==> config.mk <==
export PLATFORM = sky130hd
export DESIGN_NAME = adc_mv_averager
export DESIGN_NICKNAME = d
export VERILOG_FILES = /design/src/rtl/adc_avg_pkg.sv /design/src/rtl/adc_mv_averager_mv_scaler.sv /design/src/rtl/adc_mv_averager.sv
export SDC_FILE = /design/constraint.sdc
export NUM_CORES = 1
export LEC_CHECK = 0
export CAP_MARGIN = 10
export CORE_ASPECT_RATIO = 1.5
export CORE_MARGIN = 3
export CORE_UTILIZATION = 37
export DETAILED_ROUTE_END_ITERATION = 8
export PLACE_DENSITY_LB_ADDON = 0.08
export SETUP_SLACK_MARGIN = 0.3
export SKIP_LAST_GASP = 1
export SYNTH_ARGS = -nofsm -noshare
export SYNTH_HDL_FRONTEND = slang
export SYNTH_HIERARCHICAL = 1
export SYNTH_SLANG_ARGS = --single-unit
==> constraint.sdc <==
create_clock -name clk_50 -period 2.75 [get_ports clk_50]
set_input_delay 0.55 -clock clk_50 [delete_from_list [all_inputs] [get_ports clk_50]]
set_output_delay 0.55 -clock clk_50 [all_outputs]
set_load 0.02 [all_outputs]
==> src/rtl/adc_avg_pkg.sv <==
// Shared widths, FSM encoding and the saturation limit for the ADC millivolt averager.
package adc_avg_pkg;

    localparam int ADC_BITS = 12;
    localparam int MV_BITS  = 12;

    typedef enum logic [1:0] {
        ACCUM   = 2'd0,
        SCALE   = 2'd1,
        PUBLISH = 2'd2
    } state_e;

    localparam logic [MV_BITS-1:0] MV_MAX = 12'd4095;

endpackage

==> src/rtl/adc_mv_averager_mv_scaler.sv <==
// Combinational code-to-millivolt scaler with saturation at MV_MAX.
// Optional lower clamp to CLAMP_MIN_MV when ADC_AVG_CLAMP_EN is defined.
module mv_scaler
    import adc_avg_pkg::*;
#(
    parameter int FULL_SCALE_MV = 4096,
    parameter int CLAMP_MIN_MV  = 1
) (
    input  logic [ADC_BITS-1:0] avg_i,
    output logic [MV_BITS-1:0]  mv_sat_o,
    output logic                ovr_o
);

    localparam logic [12:0] FULL_SCALE = 13'(FULL_SCALE_MV);
`ifdef ADC_AVG_CLAMP_EN
    localparam logic [MV_BITS-1:0] MV_FLOOR = MV_BITS'(CLAMP_MIN_MV);
`endif

    logic [24:0] prod;
    logic [12:0] mv;

    // NOTE: every output of a combinational block gets a default first, so no path infers a latch.
    always_comb begin
        prod     = 25'(avg_i) * 25'(FULL_SCALE);
        mv       = prod[24:12];
        mv_sat_o = mv[MV_BITS-1:0];
        ovr_o    = 1'b0;
        if (mv > 13'(MV_MAX)) begin
            mv_sat_o = MV_MAX;
            ovr_o    = 1'b1;
        end
`ifdef ADC_AVG_CLAMP_EN
        // The downstream log stage must never see 0 mV; overrange is independent of this floor.
        if (mv_sat_o < MV_FLOOR) begin
            mv_sat_o = MV_FLOOR;
        end
`endif
    end

endmodule

==> src/rtl/adc_mv_averager.sv <==
// Averages 2^LOG2_AVG ADC codes, scales to mV and publishes on a held register with a valid pulse.
// Build option ADC_AVG_CLAMP_EN: lower-clamps the published value (and reset value) to CLAMP_MIN_MV.
module adc_mv_averager
    import adc_avg_pkg::*;
#(
    parameter int LOG2_AVG      = 4,
    parameter int FULL_SCALE_MV = 4096,
    parameter int CLAMP_MIN_MV  = 1
) (
    input  logic                clk_50,
    input  logic                reset_n,
    input  logic                sample_valid,
    input  logic [ADC_BITS-1:0] sample_code,
    output logic                sample_ready,
    input  logic                flush,
    output logic [MV_BITS-1:0]  L_mV,
    output logic                L_mV_valid,
    output logic                overrange
);

    localparam int ACC_W = ADC_BITS + LOG2_AVG;
`ifdef ADC_AVG_CLAMP_EN
    localparam logic [MV_BITS-1:0] MV_RESET = MV_BITS'(CLAMP_MIN_MV);
`else
    localparam logic [MV_BITS-1:0] MV_RESET = '0;
`endif

    state_e              state_q, state_d;
    logic [ACC_W-1:0]    acc_q, acc_d;
    logic [LOG2_AVG-1:0] cnt_q, cnt_d;
    logic [MV_BITS-1:0]  mv_q, mv_d;
    logic                ovr_q, ovr_d;
    logic [MV_BITS-1:0]  l_mv_q, l_mv_d;
    logic                l_valid_q, l_valid_d;
    logic                ovr_out_q, ovr_out_d;

    logic [ADC_BITS-1:0] avg;
    logic [MV_BITS-1:0]  scaled_mv;
    logic                scaled_ovr;

    assign avg = acc_q[ACC_W-1:LOG2_AVG];

    mv_scaler #(
        .FULL_SCALE_MV (FULL_SCALE_MV),
        .CLAMP_MIN_MV  (CLAMP_MIN_MV)
    ) u_mv_scaler (
        .avg_i    (avg),
        .mv_sat_o (scaled_mv),
        .ovr_o    (scaled_ovr)
    );

    // Gated by reset_n so the source sees no acceptance while reset is held.
    assign sample_ready = (state_q == ACCUM) && !flush && reset_n;

    always_comb begin
        state_d   = state_q;
        acc_d     = acc_q;
        cnt_d     = cnt_q;
        mv_d      = mv_q;
        ovr_d     = ovr_q;
        l_mv_d    = l_mv_q;
        l_valid_d = 1'b0;
        ovr_out_d = ovr_out_q;
        case (state_q)
            ACCUM: begin
                if (flush) begin
                    acc_d = '0;
                    cnt_d = '0;
                end else if (sample_valid) begin
                    acc_d = acc_q + ACC_W'(sample_code);
                    cnt_d = cnt_q + LOG2_AVG'(1);
                    if (cnt_q == '1) begin
                        state_d = SCALE;
                    end
                end
            end
            SCALE: begin
                mv_d    = scaled_mv;
                ovr_d   = scaled_ovr;
                state_d = PUBLISH;
            end
            PUBLISH: begin
                l_mv_d    = mv_q;
                ovr_out_d = ovr_q;
                l_valid_d = 1'b1;
                acc_d     = '0;
                state_d   = ACCUM;
            end
            default: begin
                state_d = ACCUM;
            end
        endcase
    end

    // NOTE: sequential state uses non-blocking assignments so all registers update from pre-edge values.
    always_ff @(posedge clk_50 or negedge reset_n) begin
        if (!reset_n) begin
            state_q   <= ACCUM;
            acc_q     <= '0;
            cnt_q     <= '0;
            mv_q      <= MV_RESET;
            ovr_q     <= 1'b0;
            l_mv_q    <= MV_RESET;
            l_valid_q <= 1'b0;
            ovr_out_q <= 1'b0;
        end else begin
            state_q   <= state_d;
            acc_q     <= acc_d;
            cnt_q     <= cnt_d;
            mv_q      <= mv_d;
            ovr_q     <= ovr_d;
            l_mv_q    <= l_mv_d;
            l_valid_q <= l_valid_d;
            ovr_out_q <= ovr_out_d;
        end
    end

    assign L_mV       = l_mv_q;
    assign L_mV_valid = l_valid_q;
    assign overrange  = ovr_out_q;

endmodule

# Yosys cells after proc, flatten, opt, wreduce, memory -nomap -nowiden
# Index checks and enable logic that the tools add are counted.
# totals
register_bits,49
inputBits,16
out_inout_bits,15
elab_cells,39
# op_classes
addsub,2
order_cmp,1
n_eq_ne,7
muxes,12
n_reduce_logical,9
# op_table
operator,n
$mux W16,2
$pmux W16 S2,1
$add A16 B12 Y16,1
$gt A12 B12 Y1 const B,1
$mux W12,1
$mux W4,2
$mux W2,3
$add A4 B1 Y4 const B,1
$eq A4 B4 Y1 const B,1
$ne A2 B2 Y1 const B,2
$pmux W2 S2,1
$reduce_and A2 Y1,2
$reduce_bool A2 Y1,2
$ne A3 B3 Y1 const B,1
$reduce_and A3 Y1,1
$eq A2 B1 Y1 const B,1
$eq A2 B2 Y1 const B,1
$logic_and A1 B1 Y1,2
$logic_not A2 Y1,1
$mux W1,2
$ne A2 B1 Y1 const B,1
$logic_not A1 Y1,1

# Logic depth before layout (Yosys ltp)
# logic_depth
ltp_word,5
ltp_mapped,8

# Cells and area by module
# The synthesis kept the hierarchy.
# modules_own_cells
module,n_inst,cells_each,area_each_um2
adc_mv_averager,1,247,2607.5
mv_scaler,1,14,56.3

# Worst setup path after synthesis
# Ideal clock, no wire load.
# synth_timing
path_kind,in2reg
from,input port sample_code[0]
to,register acc_q[8]
t_arrival_ns,2.127
required_time_ns,2.624
slack_ns,0.497
cell_stages,8
path_cell_list,ha_1 inv_1 fa_1 nand2b_1 a21o_1 and2_1 o2111a_1 a221o_1
# synth_via
elab_chain_len,4
# synth_lines
item,line,source
from (decl),adc_mv_averager.sv:13,"input logic [ADC_BITS-1:0] sample_code,"
$add A16 B12 Y16,adc_mv_averager.sv:70,acc_d = acc_q + ACC_W'(sample_code);
$mux W16,adc_mv_averager.sv:69,end else if (sample_valid) begin
$mux W16,adc_mv_averager.sv:66,if (flush) begin
$pmux W16 S2,adc_mv_averager.sv:64,case (state_q)
to (signal assigned),adc_mv_averager.sv:99,acc_q <= '0;
to (signal assigned),adc_mv_averager.sv:108,acc_q <= acc_d;
to (decl),adc_mv_averager.sv:29,"logic [ACC_W-1:0] acc_q, acc_d;"
# No other way between the ends. The select of a mux whose other input is x is not followed.
# A chain may end at the register's enable or synchronous reset.

# Worst setup path after layout
# layout_timing
from,input port sample_code[0]
to,register acc_q[10]
# Same word-level chain as after synthesis.

==> out/qor.txt <==
utilization after layout: 46.4%
Final HPWL DP: 4.52 mm
largest net degree at the start of global routing: 50
Post-Syn Instances: 261
# rows: 37
clk buf depth: 2
Slew Limit Headroom: 56.7%
Max H-tree Level: 2
clock slew at reported path FFs: 0.09 ns
die footprint: 8270 um2
worst-path maximum fanout: 4
critical path data required time: 2.95 ns
initial DRC count: 64
most frequent cells in the layout: dfrtp_1 (49), clkdlybuf4s50_1 (28), mux2_2 (27)
Num CTS Buffers: 5
root buffer cell: clkbuf_8
top_reg_cell synth: dfrtp_1
Synth top area share: 46.0%
global route overflow: 0
Initial Utilization: 38.4%
synthesized area: 2660 um2
Die Height: 110 um
number of diodes: 0
crit path kind: in2reg
die width: 75.3 um
Warnings, synthesis: 6
final setup fails: 0
minimum clock period: 2.36 ns
largest area contributor in the netlist: dfrtp_1
# hold bufs at CTS: 0
fmax: 424 MHz
PortBufs: 30
total track usage: 16.1%
post-synth cell types: 47
Max IR drop VDD: 0.000215 V
final critical-path share of the clock period: 85.9%
P per Cell Area: 546 nW/um2
WL final: 6.12 mm
Placed Instances: 361
Detailed Routing Iterations Pass 1: 4
reg-to-reg critical path endpoint: acc_q[15]
final std cells w/o fill: 369
max_cap viols: 0
DRC Markers: 0
Core ar.: 6940 um2
r2r worst-path depth: 6
Worst Tran Pin Value: 0.650 ns
number of synthesized register bits: 49
worst hold path type: in2async
total power: 1760 uW
synth top area cells: dfrtp_1 (46%), mux2_2 (11%), ha_1 (6.1%)
asr flop ratio synth: 100%
commonest non-fill, non-tap cell in the layout: dfrtp_1
final net count: 320
reg2reg setup slack: 0.66 ns
Post-Route Skew: 0.00412 ns
Synthesized Nets: 291
Max stage delay on crit path: 0.46 ns
CP Launch Point: sample_code[0]
setup TNS: 0 ns
Via Count: 2042
critical path's slowest cell: clkdlybuf4s50_1
vias in the first global route: 1972
Via-to-Cell Ratio: 5.53
max-slew violation count: 0
Wirelength per Cell: 16.6 um
CP Cell Sequence: clkdlybuf4s50_1, ha_1, inv_1, fa_2, nand2b_4, a21o_1, and2_4, o2111a_1, a221o_1
CTS sink cnt: 49
Synth-to-Final Area Change: 21.0%
first-pass GRT wire length: 10.0 mm
startpoint types: input port
syn_area_per_cell: 10.2 um2
Critical Path Sink Type: flip-flop
Reg2Reg Launch Point: acc_q[5]
layout cells sized above 1: 22.7%
pre-CTS setup slack: -0.00630 ns
unrepaired setup endpoints after global routing: true
antenna violations before repair: 0
Fin. Hold Viols: 0
status: complete, no violations
Arr. time, crit path: 2.56 ns
final setup margin: 0.389 ns
fill count: 694
CP Capture Point: acc_q[10]
# IOs: 31
Placer Congestion: 0.869
Seq/Total Area, Yosys: 46.0%
Routed Antenna Nets: 0
EDFF count, synth: 0
worst skew pair latency: 0.30 ns
CTS tree: done
leakage: 0.00146 uW
worst min-delay path by stage:
stage              from  endpoint  slack, ns  depth (start not counted)
2_1_floorplan   reset_n   L_mV[0]       0.25                          0
3_3_place_gp   acc_q[3]  acc_q[3]       0.47                          2
3_5_place_dp   acc_q[3]  acc_q[3]       0.49                          2
4_1_cts         reset_n  cnt_q[0]       0.40                          2
5_1_grt         reset_n  cnt_q[0]       0.44                          2
6_report        reset_n  cnt_q[0]       0.38                          2
flip-flops by register name (all words and copies together) (netlist names):
register	cells
overrange	1
mv_q	12
ovr_q	1
cnt_q	4
L_mV	12
acc_q	16
L_mV_valid	1
state_q	2
cell type report:
| class | count | area (um2) | area share, % |
|---|---|---|---|
| clock buffer | 6 | 82.6 | 2.56 |
| clock inverter | 2 | 37.5 | 1.16 |
| inverter | 6 | 22.5 | 0.699 |
| multi-input combinational | 179 | 1320 | 41.0 |
| sequential | 49 | 1230 | 38.0 |
| tap | 78 | 97.6 | 3.03 |
| timing repair buffer | 49 | 437 | 13.5 |
per-stage QoR:
| stage | area, um2 | hold slack [ns] |
|---|---|---|
| after floorplan | 2660 | 0.254 |
| after global placement | 3090 | 0.474 |
| after detailed placement | 3090 | 0.490 |
| after CTS | 3200 | 0.405 |
| after global routing | 3220 | 0.443 |
| final | 3220 | 0.385 |
power by group:
| group | leakage (uW) | switching (uW) | total, uW | internal (uW) |
|---|---|---|---|---|
| clock | 0.0000574 | 251 | 547 | 296 |
| sequential | 0.000671 | 38.6 | 799 | 761 |
| combinational | 0.000727 | 229 | 412 | 183 |
| total | 0.00146 | 519 | 1760 | 1240 |
what timing repair did:
| item | in CTS | in global routing |
|---|---|---|
| gates resized for setup | 1 | 5 |
| gates cloned | 0 | 0 |
| setup endpoints to repair | 1 | 5 |
| setup buffers | 0 | 0 |
cells by family (layout without fill, tap and decap cells):
group	Yosys count	count (layout)	share of synthesized area, %
buf+inv	33	63	5.12
other cells	1	1	0.141
compound gates	66	66	16.3
fa+ha+maj	14	14	6.86
mux	29	29	12.2
xor+xnor	6	6	1.97
flops	49	49	46.0
simple gates	63	63	11.4
layer usage:
layer | global-route usage [%] | vias to the layer above | wire length (um)
met4 | 5.00 | 0 | 95
met3 | 2.56 | 7 | 152
met5 | 0 | - | 0
met1 | 20.5 | 997 | 2700
met2 | 27.4 | 43 | 3170
li1 | - | 995 | -
synth_stat cells, types with 4 or more instances:
cell type   n
clkbuf_1   19
o21ai_0    20
nand2_1    24
buf_2       5
nor3_1      4
inv_1       6
nor2_1     12
nand4_1     4
ha_1       13
nand3_1     5
a31oi_1     4
a21oi_1    14
xor2_1      5
mux2_2     27
dfrtp_1    49
worst max-delay path, delay by kind of cell:
| family | cells | cell delay [ns] |
|---|---|---|
| AOI/OAI and AO/OA | 3 | 0.68 |
| buffers and inverters | 2 | 0.52 |
| and+or+nand+nor | 2 | 0.31 |
| adders and majority gates | 2 | 0.50 |
Note: power is estimated with default switching activity, not from simulation.
